[config.mk]
export PLATFORM = sky130hd
export DESIGN_NAME = sram_write_arbiter_flat
export DESIGN_NICKNAME = d
export VERILOG_FILES = /design/src/rtl/sram_write_arbiter_pkg.sv /design/src/rtl/sram_write_arbiter_if.sv /design/src/rtl/sram_write_arbiter_rr_priority_picker.sv /design/src/rtl/sram_write_arbiter.sv /design/src/flat_wrapper.sv
export SDC_FILE = /design/constraint.sdc
export NUM_CORES = 1
export LEC_CHECK = 0
export CORE_ASPECT_RATIO = 1.5
export CORE_UTILIZATION = 41
export CTS_CLUSTER_DIAMETER = 60
export CTS_CLUSTER_SIZE = 25
export DETAILED_ROUTE_END_ITERATION = 6
export PLACE_DENSITY = 0.84
export SLEW_MARGIN = 5
export SYNTH_ARGS = -nofsm -noshare
export SYNTH_HDL_FRONTEND = slang
export SYNTH_HIERARCHICAL = 1
export SYNTH_SLANG_ARGS = --single-unit
[constraint.sdc]
create_clock -name clk -period 5.55 [get_ports clk]
set_input_delay 1.3875 -clock clk [delete_from_list [all_inputs] [get_ports clk]]
set_output_delay 1.3875 -clock clk [all_outputs]
set_load 0.1 [all_outputs]
[src/rtl/sram_write_arbiter_pkg.sv]
// Shared SRAM request/result types and the write-arbiter state encoding.
// Pure types and constants; no logic, so no latency or backpressure behaviour.
package sram_write_arbiter_pkg;

  localparam int SRAM_ADDRESS_WIDTH = 20;
  localparam int SRAM_DATA_WIDTH    = 16;

  typedef struct packed {
    logic [SRAM_ADDRESS_WIDTH-1:0] address;
    logic                          we_n;
    logic                          oe_n;
    logic                          den;
    logic [SRAM_DATA_WIDTH-1:0]    dout;
  } SramRequest_t;

  typedef struct packed {
    logic                       done;
    logic [SRAM_DATA_WIDTH-1:0] din;
  } SramResult_t;

  typedef enum logic {
    ARB_IDLE,
    ARB_ISSUE
  } SramWriteArbState_t;

  localparam SramRequest_t SRAM_REQ_IDLE = '{
    address: '0,
    we_n:    1'b1,
    oe_n:    1'b1,
    den:     1'b0,
    dout:    '0
  };

endpackage

[src/rtl/sram_write_arbiter_if.sv]
// Requester-side valid/ready write ports plus the controller request/result pair.
// Wires only; the master side is the environment, the slave side is the arbiter.
interface sram_write_arbiter_if #(
  parameter int NUM_PORTS = 3
);
  import sram_write_arbiter_pkg::*;

  logic [NUM_PORTS-1:0]                         wrValid;
  logic [NUM_PORTS-1:0][SRAM_ADDRESS_WIDTH-1:0] wrAddress;
  logic [NUM_PORTS-1:0][SRAM_DATA_WIDTH-1:0]    wrData;
  logic [NUM_PORTS-1:0]                         wrReady;
  logic [NUM_PORTS-1:0]                         wrAck;
  logic                                         hold;
  SramRequest_t                                 sramRequest;
  SramResult_t                                  sramResult;
  logic                                         busy;

  modport master (
    output wrValid, wrAddress, wrData, hold, sramResult,
    input  wrReady, wrAck, sramRequest, busy
  );

  modport slave (
    input  wrValid, wrAddress, wrData, hold, sramResult,
    output wrReady, wrAck, sramRequest, busy
  );

endinterface

[src/rtl/sram_write_arbiter_rr_priority_picker.sv]
// Combinational round-robin picker: first requester strictly after last_grant wins.
// Zero latency; no backpressure, the caller decides whether the grant is used.
module rr_priority_picker #(
  parameter int NUM_PORTS     = 3,
  parameter int PORT_ID_WIDTH = $clog2(NUM_PORTS)
) (
  input  logic [NUM_PORTS-1:0]     req,
  input  logic [PORT_ID_WIDTH-1:0] last_grant,
  output logic                     any_valid,
  output logic [PORT_ID_WIDTH-1:0] winner,
  output logic [NUM_PORTS-1:0]     grant
);

  always_comb begin
    int idx;
    any_valid = 1'b0;
    winner    = '0;
    idx       = 0;
    // Scan farthest-first so the nearest requester after last_grant overwrites.
    for (int k = NUM_PORTS; k >= 1; k--) begin
      idx = (int'(last_grant) + k) % NUM_PORTS;
      if (req[idx]) begin
        any_valid = 1'b1;
        winner    = PORT_ID_WIDTH'(idx);
      end
    end
    grant = any_valid ? (NUM_PORTS'(1) << winner) : '0;
  end

endmodule

[src/rtl/sram_write_arbiter.sv]
// Round-robin share of the controller's renderer write slot; one held write at a time.
// Accept is combinational; request shows next cycle; wrAck one cycle after done; hold blocks accepts only.
module sram_write_arbiter
  import sram_write_arbiter_pkg::*;
#(
  parameter int NUM_PORTS     = 3,
  parameter int PORT_ID_WIDTH = $clog2(NUM_PORTS)
) (
  input  logic                  clk,
  input  logic                  rst,
  sram_write_arbiter_if.slave   bus
);

  SramWriteArbState_t            state_q, state_d;
  logic [PORT_ID_WIDTH-1:0]      last_grant_q, last_grant_d;
  logic [SRAM_ADDRESS_WIDTH-1:0] addr_q, addr_d;
  logic [SRAM_DATA_WIDTH-1:0]    data_q, data_d;
  logic [PORT_ID_WIDTH-1:0]      id_q, id_d;
  logic [NUM_PORTS-1:0]          ack_q, ack_d;

  logic                          pick_any;
  logic [PORT_ID_WIDTH-1:0]      pick_winner;
  logic [NUM_PORTS-1:0]          pick_grant;
  logic                          commit;
  logic                          accept;
  logic                          result_unused;

  rr_priority_picker #(
    .NUM_PORTS     (NUM_PORTS),
    .PORT_ID_WIDTH (PORT_ID_WIDTH)
  ) u_picker (
    .req        (bus.wrValid),
    .last_grant (last_grant_q),
    .any_valid  (pick_any),
    .winner     (pick_winner),
    .grant      (pick_grant)
  );

  assign commit = (state_q == ARB_ISSUE) && bus.sramResult.done;
  // A freed slot can be refilled in the same cycle it commits.
  assign accept = !rst && !bus.hold && pick_any && ((state_q == ARB_IDLE) || commit);
  assign result_unused = ^bus.sramResult.din;

  always_comb begin
    state_d      = state_q;
    last_grant_d = last_grant_q;
    addr_d       = addr_q;
    data_d       = data_q;
    id_d         = id_q;
    ack_d        = '0;
    if (commit) begin
      ack_d   = NUM_PORTS'(1) << id_q;
      state_d = ARB_IDLE;
    end
    if (accept) begin
      state_d      = ARB_ISSUE;
      last_grant_d = pick_winner;
      addr_d       = bus.wrAddress[pick_winner];
      data_d       = bus.wrData[pick_winner];
      id_d         = pick_winner;
    end
  end

  always_ff @(posedge clk) begin
    if (rst) begin
      state_q      <= ARB_IDLE;
      last_grant_q <= PORT_ID_WIDTH'(NUM_PORTS - 1);
      addr_q       <= '0;
      data_q       <= '0;
      id_q         <= '0;
      ack_q        <= '0;
    end else begin
      state_q      <= state_d;
      last_grant_q <= last_grant_d;
      addr_q       <= addr_d;
      data_q       <= data_d;
      id_q         <= id_d;
      ack_q        <= ack_d;
    end
  end

  always_comb begin
    bus.sramRequest = SRAM_REQ_IDLE;
    if (state_q == ARB_ISSUE) begin
      bus.sramRequest.address = addr_q;
      bus.sramRequest.we_n    = 1'b0;
      bus.sramRequest.oe_n    = 1'b1;
      bus.sramRequest.den     = 1'b1;
      bus.sramRequest.dout    = data_q;
    end
  end

  assign bus.wrReady = accept ? pick_grant : '0;
  assign bus.wrAck   = ack_q;
  assign bus.busy    = (state_q == ARB_ISSUE);

endmodule

[src/flat_wrapper.sv]
// flat-port wrapper written by rule: the top's interface ports become plain ports
module sram_write_arbiter_flat import sram_write_arbiter_pkg::*;
#(
  parameter int NUM_PORTS     = 3,
  parameter int PORT_ID_WIDTH = $clog2(NUM_PORTS)
)
  (clk, rst, bus_wrValid, bus_wrAddress, bus_wrData, bus_hold, bus_sramResult, bus_wrReady, bus_wrAck, bus_sramRequest, bus_busy);
  sram_write_arbiter_if #(.NUM_PORTS(NUM_PORTS)) bus_i ();
  input  logic clk;
  input  logic rst;
  input wire logic [$bits(bus_i.wrValid)-1:0] bus_wrValid;
  input wire logic [$bits(bus_i.wrAddress)-1:0] bus_wrAddress;
  input wire logic [$bits(bus_i.wrData)-1:0] bus_wrData;
  input wire logic [$bits(bus_i.hold)-1:0] bus_hold;
  input wire logic [$bits(bus_i.sramResult)-1:0] bus_sramResult;
  output wire logic [$bits(bus_i.wrReady)-1:0] bus_wrReady;
  output wire logic [$bits(bus_i.wrAck)-1:0] bus_wrAck;
  output wire logic [$bits(bus_i.sramRequest)-1:0] bus_sramRequest;
  output wire logic [$bits(bus_i.busy)-1:0] bus_busy;
  assign bus_i.wrValid = bus_wrValid;
  assign bus_i.wrAddress = bus_wrAddress;
  assign bus_i.wrData = bus_wrData;
  assign bus_i.hold = bus_hold;
  assign bus_i.sramResult = bus_sramResult;
  assign bus_wrReady = bus_i.wrReady;
  assign bus_wrAck = bus_i.wrAck;
  assign bus_sramRequest = bus_i.sramRequest;
  assign bus_busy = bus_i.busy;
  sram_write_arbiter #(.NUM_PORTS(NUM_PORTS), .PORT_ID_WIDTH(PORT_ID_WIDTH)) u_core (.clk(clk), .rst(rst), .bus(bus_i));
endmodule
* After elaboration in Yosys (flattened, before gate mapping) *
Index checks and enable logic that the tools add are counted.

word-level totals
  output and inout bits = 46
  flip-flop bits (word level) = 44
  bits of input ports = 131

operators by class
  $add $sub $neg = 3
  shifts and indexed selects = 2
  muxes and demuxes = 24
  $lt $le $gt $ge = 4
  bitwise gates (word level) = 2
  div/mod/pow operators = 3
  reduce and logical (&&, ||, !) cells = 9

operators with widths
  kind                                                                    number
  32-bit by 4-bit < comparator with 1-bit output (second input constant)  3
  32-bit by 3-bit modulo with 32-bit output (second input constant)       3
  20-bit binary-select mux with 2-bit select                              1
  39-bit 2-to-1 mux                                                       1
  16-bit binary-select mux with 2-bit select                              1
  20-bit 2-to-1 mux                                                       1
  16-bit 2-to-1 mux                                                       1
  1-bit 2-to-1 mux                                                        11
  2-bit by 2-bit adder with 3-bit output (second input constant)          2
  1-bit binary-select mux with 2-bit select                               3
  2-bit 2-to-1 mux                                                        3
  3-bit 2-to-1 mux                                                        2
  1-bit by 2-bit << shifter with 3-bit output (first input constant)      2
  1-bit logical AND                                                       4
  2-bit by 1-bit adder with 3-bit output (second input constant)          1
  2-bit by 3-bit < comparator with 1-bit output (second input constant)   1
  1-bit logical NOT                                                       2
  1-bit inverter                                                          2
  2-bit nonzero test                                                      1
  2-bit OR reduction                                                      1
  1-bit logical OR                                                        1

* Depth between registers and ports, before layout *
Gate-level depths: netlist of run 1.

  depth after elaboration = 11
  depth in mapped cells = 12
  mapped depth without buffers = 9

* Cells and area by module *
The synthesis of run 1 kept the hierarchy.

by module, submodules not included
  module              cells an instance  area each (um^2)  times used
  sram_write_arbiter  319                2,715.1           1
  rr_priority_picker  38                 272.8             1

* Least setup slack after synthesis of run 1 *
No wires, ideal clock.

  path type = in2out
  from = in bus_wrValid[0]
  to = out bus_wrReady[0]
  data required time = 4.163 ns
  stages on the path = 7
  slack = 1.094 ns
  arrival time = 3.068 ns
  path buffers = 1
  cell sequence = a21bo_2 > a21oi_1 > nor4bb_1 > inv_1 > nor3b_4 > buf_2 > and3_1

between the ends
  cells in the longest elaborated chain, start to end = 9
  elaborated cells on any way between the ends = 20

RTL lines
  element                                               RTL line                                     RTL
  start, declared                                       flat_wrapper.sv:11                           input wire logic [$bits(bus_i.wrValid)-1:0] bus_wrValid;
  1-bit binary-select mux with 2-bit select             sram_write_arbiter_rr_priority_picker.sv:22  if (req[idx]) begin
  1-bit 2-to-1 mux (implied by the code) (2 in series)  sram_write_arbiter_rr_priority_picker.sv:22
  1-bit 2-to-1 mux (2 in series)                        sram_write_arbiter_rr_priority_picker.sv:22
  1-bit 2-to-1 mux *                                    sram_write_arbiter_rr_priority_picker.sv:22
  named net u_core.pick_any                             sram_write_arbiter.sv:21                     logic pick_any;
  1-bit logical AND (2 in series)                       sram_write_arbiter.sv:41                     assign accept = !rst && !bus.hold && pick_any && ((state_q == ARB_IDLE) || commit);
  3-bit 2-to-1 mux *                                    sram_write_arbiter.sv:93                     assign bus.wrReady = accept ? pick_grant : '0;
  end, declared                                         flat_wrapper.sv:16                           output wire logic [$bits(bus_i.wrReady)-1:0] bus_wrReady;

Mark *: on every way through the listed nets, which the timed path passes. The rest lies on a longest branch. The select of a mux whose other input is x is not followed.

* Worst setup path in the final report of run 1 *
Same ends and word-level chain as after synthesis.

==> results by group, run 1 <==
Critical path
  – Slowest cell on the critical path: clkdlybuf4s50_1
  – Worst-path fanout max: 5
  – Required time worst endpoint: 4.16 ns
  – Worst path max stage delay: 0.51 ns
  – Worst setup EP type: output pin
  – Worst reg2reg path depth: 10
  – CP bufs+invs: 3
  – Startpoint Class: input pin
  – CP Class: in2out
  – R2r startpoint: u_core/last_grant_q[0]
  – Worst EP arrival: 3.30 ns
  – Family with the most delay on the worst path: buffers and inverters
  – Crit path cell chain: clkdlybuf4s50_1, a21bo_2, a21oi_1, nor4bb_1, inv_1, nor3b_4, and3_1, buf_12
  – Flop2flop setup slack: 2.10 ns
  – Reg2Reg Capture Point: u_core/data_q[12]

STA
  – Minimum clock period: 4.68 ns
  – Final Max Slew Viols: 0
  – Relative slew slack: 31.9%
  – Hold WS: 0.483 ns
  – Setup violations, final: 0
  – Slew of the pin with the lowest slew margin: 1.02 ns
  – Period utilisation layout: 84.4%
  – Fin. Hold Viols: 0
  – Clock Skews: 0.00987 ns
  – Fmax: 0.213 GHz
  – Setup TNS: 0 ns
  – Unrepaired setup endpoints after global routing: no

Hold path
  – Hold Crit Depth: 1
  – Hold Crit Class: reg2reg
  – Worst Hold End: u_core/bus.wrAck[1]
  – Critical hold path startpoint: u_core/id_q[1]

Place
  – Port Buf Inserts: 159
  – Final GP Congestion: 0.791
  – HPWL after DPL: 6640 um

Run
  – Max_cap viols: 0

Clocking
  – Hold-fix buffers, CTS: 0
  – Clock latency at the later pin of the worst-skew pair: 0.30 ns
  – TritonCTS Sinks: 43
  – Root Buffer: clkbuf_8
  – Clock Pin Slew Worst Setup and Hold Paths: 0.10 ns
  – Setup Buffers After CTS: 0
  – CTS tree: yes
  – H-tree lvl count: 2
  – CTS max path bufs: 2
  – PostCTS Resize Cnt: 0
  – Num CTS Buffers: 5

Drt
  – DR WL/cell: 16.3 um
  – Routed WL: 9340 um
  – Vias: 3110
  – TritonRoute pass-1 iters: 4
  – ANT nets after route: 0
  – Vias per cell: 5.44
  – # DRC: 0
  – Initial DRC Count: 177

Synthesis
  – Synth warn: 6
  – Leading area contributor after synthesis: dfxtp_1
  – Yosys reg bits: 43
  – Ys async rst share: 0%
  – Post-synth EDFFs: 0
  – Post-Syn Area: 2990 sq um
  – Post-synthesis sequential area ratio: 28.8%
  – Gate count of the mapped netlist: 357
  – Synth cell types: 38
  – Syn_nets: 492
  – Yosys top cell area share: 28.8%
  – Avg Synthesized Cell Area: 8.37 sq um
  – Synth Flop Type: dfxtp_1
  – Largest cells by area after synthesis: dfxtp_1 (29%), mux2i_1 (12%), a311oi_1 (11%)

Global route
  – Pin count of the biggest net entering global routing: 43
  – Total Routing Usage GR: 24.0%
  – Antenna violations before repair: 0
  – Total gr overflow: 0
  – First-pass GRT wire length: 14400 um
  – Vias in the first global route: 2981

Power and ir drop
  – Comb power frac: 41.2%
  – Pwr/cell area: 205 nW/um^2
  – Peak supply drop: 0.150 mV
  – Leak: 1.63 nW
  – Flop pwr share: 36.8%
  – Clock Power Share: 22.0%
  – Switching share of power: 36.4%
  – Net switching power: 0.000344 W
  – Internal: 0.000600 W

Floorplanning
  – Chip height: 107 um
  – Die W: 71.7 um
  – Rows: 37
  – Starting density of the core: 43.0%
  – Core box area: 6940 sq um
  – I/O pin total: 177
  – Die ar.: 7640 sq um

Cells and area
  – Share of cells above drive strength 1: 6.68%
  – NumNets Final: 628
  – N_diodes: 0
  – Area growth syn-to-layout: 54.2%
  – Fill count: 625

Run status
  – Status: completed
layout by cell type (no fill, tap or decap), types with 2 or more instances in the layout:
master and instances:
inv_1 5, nor2b_1 3, nand2_1 41, a311oi_1 36, a21oi_1 41, buf_12 3, and2_1 37, nor2_1 2
or2_2 7, o21ai_0 6, and3_1 3, nor3b_1 3, clkinv_4 2, nand3b_1 3, dfxtp_1 43, or2_0 29
nand3_1 2, mux2i_1 37, clkdlybuf4s50_1 156, nand2b_1 2, buf_4 6, ha_1 4, clkbuf_8 5
per-stage QoR:
| stage | total power (W) | cells | setup WS, ns | area, sq um | utilization (%) |
|---|---|---|---|---|---|
| 6_report | 0.000943 | 572 | 0.865 | 4610 | 66.3 |
| 5_1_grt | 0.000989 | 572 | 0.733 | 4610 | 66.3 |
| 4_1_cts | 0.000951 | 572 | 0.855 | 4610 | 66.3 |
| 3_5_place_dp | 0.000743 | 564 | 0.868 | 4510 | 65.0 |
| 3_3_place_gp | 0.000735 | 564 | 0.898 | 4510 | 65.0 |
| 2_1_floorplan | 0.000619 | 357 | 1.09 | 2990 | - |
registers in the layout (all words and copies together) (netlist names):
register,flops
u_core/bus.wrAck,3
u_core/last_grant_q,2
u_core/bus.busy,1
u_core/data_q,16
u_core/id_q,1
u_core/addr_q,20
layout make-up:
type	instances	area, sq um	area share, %
clock inverter	3	25.0	0.543
tap	78	97.6	2.12
sequential	43	861	18.7
multi-input combinational	273	1870	40.6
clock buffer	5	68.8	1.49
inverter	5	18.8	0.407
timing repair buffer	165	1670	36.2
worst max path at each step:
stage	startpoint	to	slack, ns	cells after the start
final	bus_wrValid[0]	bus_wrReady[0]	0.87	8
after global routing	bus_wrValid[0]	bus_wrReady[1]	0.73	8
after CTS	bus_wrValid[0]	bus_wrReady[0]	0.85	8
after detailed placement	bus_wrValid[0]	bus_wrReady[0]	0.87	8
after global placement	bus_wrValid[0]	bus_wrReady[1]	0.90	8
after floorplan	bus_wrValid[0]	bus_wrReady[0]	1.09	7
cell usage after synthesis, types with 2 or more instances:
cell,count
dfxtp_1,43
a21oi_1,42
nand2_1,41
and2_1,38
mux2i_1,37
a311oi_1,36
or2_0,29
clkbuf_1,14
buf_2,12
or2_2,7
o21ai_0,6
buf_6,5
inv_1,5
ha_1,4
and3_1,3
buf_12,3
nand3b_1,3
nor2b_1,3
nor3b_1,3
buf_4,2
nand2b_1,2
nand3_1,2
nor2_1,2
power by group through the flow:
stage / Sequential (W) / Combinational (W) / Clock, W
after global placement: 0.000353 / 0.000383 / 0
after global routing: 0.000351 / 0.000414 / 0.000224
final: 0.000347 / 0.000389 / 0.000207
after CTS: 0.000347 / 0.000390 / 0.000214
after detailed placement: 0.000354 / 0.000389 / 0
after floorplan: 0.000355 / 0.000264 / 0
cells by family (layout without fill, tap and decap cells):
logic type	after synthesis	count (layout)	synth area share [%]
other	1	1	0.126
and+or+nand+nor	141	141	27.6
muxes	37	37	12.4
DFF	43	43	28.8
adders and majority gates	4	4	1.68
buffers and inverters	41	178	8.79
AOI/OAI and AO/OA	90	90	20.6
worst reg2reg max path, delay by kind of cell, from the launching register on:
family                   cells  cell delay (ns)
AND/OR/NAND/NOR              3             0.99
adder cells (fa/ha/maj)      1             0.42
flip-flops                   1             0.45
buffers and inverters        2             0.51
AO/OA/AOI/OAI                3             0.81
multiplexers                 1             0.16
per-layer routing:
metal / GRT usage [%] / wire, um / up-vias
met5: 0 / 0 / -
met4: 9.10 / 250 / 0
met3: 3.32 / 326 / 16
met2: 44.9 / 5220 / 97
met1: 26.6 / 3540 / 1467
li1: - / - / 1530
Power figures use the tool's default switching activity.
==> run 2: changes to the inputs <==
--- a/config.mk
+++ b/config.mk
@@ -6,11 +6,11 @@
 export NUM_CORES = 1
 export LEC_CHECK = 0
 export CORE_ASPECT_RATIO = 1.5
-export CORE_UTILIZATION = 41
+export CORE_UTILIZATION = 38
 export CTS_CLUSTER_DIAMETER = 60
 export CTS_CLUSTER_SIZE = 25
 export DETAILED_ROUTE_END_ITERATION = 6
-export PLACE_DENSITY = 0.84
+export PLACE_DENSITY = 0.78
 export SLEW_MARGIN = 5
 export SYNTH_ARGS = -nofsm -noshare
 export SYNTH_HDL_FRONTEND = slang
==> constraint.sdc (replaced) <==
create_clock -name clk -period 4.41 [get_ports clk]
set_input_delay 1.1025 -clock clk [delete_from_list [all_inputs] [get_ports clk]]
set_output_delay 1.1025 -clock clk [all_outputs]
set_load 0.1 [all_outputs]
==> run 2 against run 1 <==
  * Global-route usage fell by 1.4 points
  * Sequential power rose by 25%
  * Power rose by 44%
  * Highest routed layer unchanged
==> results by group, run 2 (synthesis results as in run 1) <==
Critical path
  – Worst EP arrival: 3.15 ns (-0.15 ns)
  – Worst-path fanout max: 5 (unchanged)
  – Worst path max stage delay: 0.51 ns (about the same)
  – Family with the most delay on the worst path: simple AND/OR/NAND/NOR gates
  – Crit path cell chain: clkdlybuf4s50_1, a21bo_2, a21oi_1, nor4bb_1, inv_1, nor3b_4, and3_1, buf_12
  – Required time worst endpoint: 3.31 ns (-0.85 ns)
  – Slowest cell on the critical path: clkdlybuf4s50_1
  – Worst setup EP type: output pin
  – CP Class: in2out
  – Startpoint Class: input pin
  – CP bufs+invs: 3 (unchanged)

Cells and area
  – Final instance area: 4630 sq um (+0.54%)
  – NumNets Final: 629 (+0.16%)
  – Commonest non-fill, non-tap cell in the layout: clkdlybuf4s50_1
  – Top reg by flops: u_core/addr_q
  – Fill count: 706 (+13%)
  – Area growth syn-to-layout: 55.0%
  – Commonest cells after routing, fill and taps aside: clkdlybuf4s50_1 (118), buf_4 (45), dfxtp_1 (43), nand2_1 (41), a21oi_1 (41)
  – Share of cells above drive strength 1: 14.7% (+8.1 points)
  – Core Util, Final: 60.8% (-5.5 points)
  – Max FFs per register: 20 (unchanged)
  – N_diodes: 0 (unchanged)

Hold path
  – Hold Crit Class: reg2reg

Drt
  – Vias per cell: 5.15 (-5.4%)
  – DR WL/cell: 15.2 um (-6.7%)
  – Initial DRC Count: 188 (+6.2%)
  – Vias: 3072 (-1.2%)
  – # DRC: 0 (unchanged)
  – Routed WL: 9100 um (-2.6%)
  – ANT nets after route: 0 (unchanged)
  – TritonRoute pass-1 iters: 5 (+1)

STA
  – Relative slew slack: 31.5% (-0.38 points)
  – Period utilisation layout: 96.4%
  – Fin. Hold Viols: 0 (unchanged)
  – Minimum clock period: 4.25 ns
  – Final Max Slew Viols: 0 (unchanged)
  – Unrepaired setup endpoints after global routing: no
  – Fmax: 0.235 GHz
  – Setup TNS: 0 ns (unchanged)
  – Setup violations, final: 0 (unchanged)
  – Clock Skews: 0.00733 ns (-0.00253 ns)
  – Slew of the pin with the lowest slew margin: 1.02 ns (+0.00568 ns)

Global route
  – Vias in the first global route: 3052 (+2.4%)
  – Pin count of the biggest net entering global routing: 43 (unchanged)
  – First-pass GRT wire length: 14600 um (+1.3%)
  – Total gr overflow: 0 (unchanged)
  – Antenna violations before repair: 0 (unchanged)
  – Total Routing Usage GR: 22.5% (-1.4 points)

Clocking
  – CTS tree: yes
  – Clock Pin Slew Worst Setup and Hold Paths: 0.06 ns (-0.04 ns)
  – Num CTS Buffers: 5 (unchanged)
  – CTS max path bufs: 2 (unchanged)
  – Root Buffer: clkbuf_16
  – H-tree lvl count: 2 (unchanged)
  – TritonCTS Sinks: 43 (unchanged)
  – Hold-fix buffers, CTS: 0 (unchanged)
  – Setup Buffers After CTS: 0 (unchanged)
  – PostCTS Resize Cnt: 0 (unchanged)
  – Clock latency at the later pin of the worst-skew pair: 0.28 ns (-0.02 ns)

Power and ir drop
  – Net switching power: 0.000435 W (+27%)
  – Comb power frac: 36.1% (-5.1 points)
  – Leak: 1.75 nW (+7.6%)
  – Flop pwr share: 32.0% (-4.8 points)
  – Pwr/cell area: 293 nW/um^2 (+43%)
  – Peak supply drop: 0.229 mV (+52%)
  – Switching share of power: 32.1% (-4.4 points)
  – Internal: 0.000921 W (+54%)
  – Clock Power Share: 31.9% (+9.9 points)
  – Tot Pwr: 0.00136 W (+44%)

Floorplanning
  – Rows: 39 (+5.4%)
  – Die ar.: 8230 sq um (+7.7%)
  – Die W: 74.4 um (+3.8%)
  – I/O pin total: 177 (unchanged)
  – Starting density of the core: 39.3% (-3.8 points)
  – Chip height: 111 um (+3.8%)
  – Core box area: 7610 sq um (+9.6%)

Run
  – Max_cap viols: 0 (unchanged)

Place
  – Final GP Congestion: 0.795 (+0.54%)
  – Placed Instance Area: 4460 sq um (-1.2%)
  – HPWL after DPL: 6380 um (-4.0%)
  – Port Buf Inserts: 159 (unchanged)

Run status
  – Status: completed
run 2: metrics by stage:
stage,worst slack (ns),cells,hold WS [ns]
floorplan,0.524,357,0.428
finish,0.160,597,0.458
global route,0.0561,597,0.494
global placement,0.312,589,0.448
CTS,0.244,597,0.456
detailed placement,0.255,589,0.448
run 2: per-layer routing:
layer,track usage [%],wire length [um]
met5,0,0
met4,8.43,262
met3,3.47,349
met1,26.7,3490
met2,39.3,4990
run 2: area by class of cell:
type	count	area (sq um)	share of cell area [%]
clock buffers	6	139	3.00
clock inverters	2	35.0	0.756
inverters	5	18.8	0.405
multi-input cells	273	1870	40.4
flip-flops and latches	43	861	18.6
well taps	102	128	2.76
repair buffers	166	1580	34.1
run 2: worst register-to-register path: stages (launching register included):
cell and delay, ns:
dfxtp_1 0.44, inv_1 0.10, ha_1 0.43, nand2b_4 0.18
a221o_1 0.38, a2bb2oi_2 0.18, and2_2 0.21, buf_4 0.34
mux2i_1 0.15, or2_2 0.28, a311oi_1 0.24
run 2: worst paths after layout:
path	start	depth (start not counted)	end	slack [ns]
worst max-delay path	bus_wrValid[0]	8	bus_wrReady[0]	0.16
worst min register to register	u_core/id_q[1]	1	u_core/bus.wrAck[1]	0.46
worst max register to register	u_core/last_grant_q[0]	10	u_core/addr_q[3]	1.39
worst min-delay path	u_core/id_q[1]	1	u_core/bus.wrAck[1]	0.46
run 2: power groups by stage:
stage               Sequential, W  Combinational, W  Clock [W]
floorplan                0.000447          0.000332          0
global placement         0.000440          0.000485          0
detailed placement       0.000441          0.000491          0
CTS                      0.000433          0.000492   0.000438
global route             0.000437          0.000523   0.000461
finish                   0.000433          0.000489   0.000433
==> run 3: changes to the inputs <==
--- a/config.mk
+++ b/config.mk
@@ -5,6 +5,7 @@
 export SDC_FILE = /design/constraint.sdc
 export NUM_CORES = 1
 export LEC_CHECK = 0
+export CAP_MARGIN = 10
 export CORE_ASPECT_RATIO = 1.5
 export CORE_UTILIZATION = 38
 export CTS_CLUSTER_DIAMETER = 60
==> results of run 3 <==
Same layout as run 2: the final DEF is identical, and so are final timing and power.
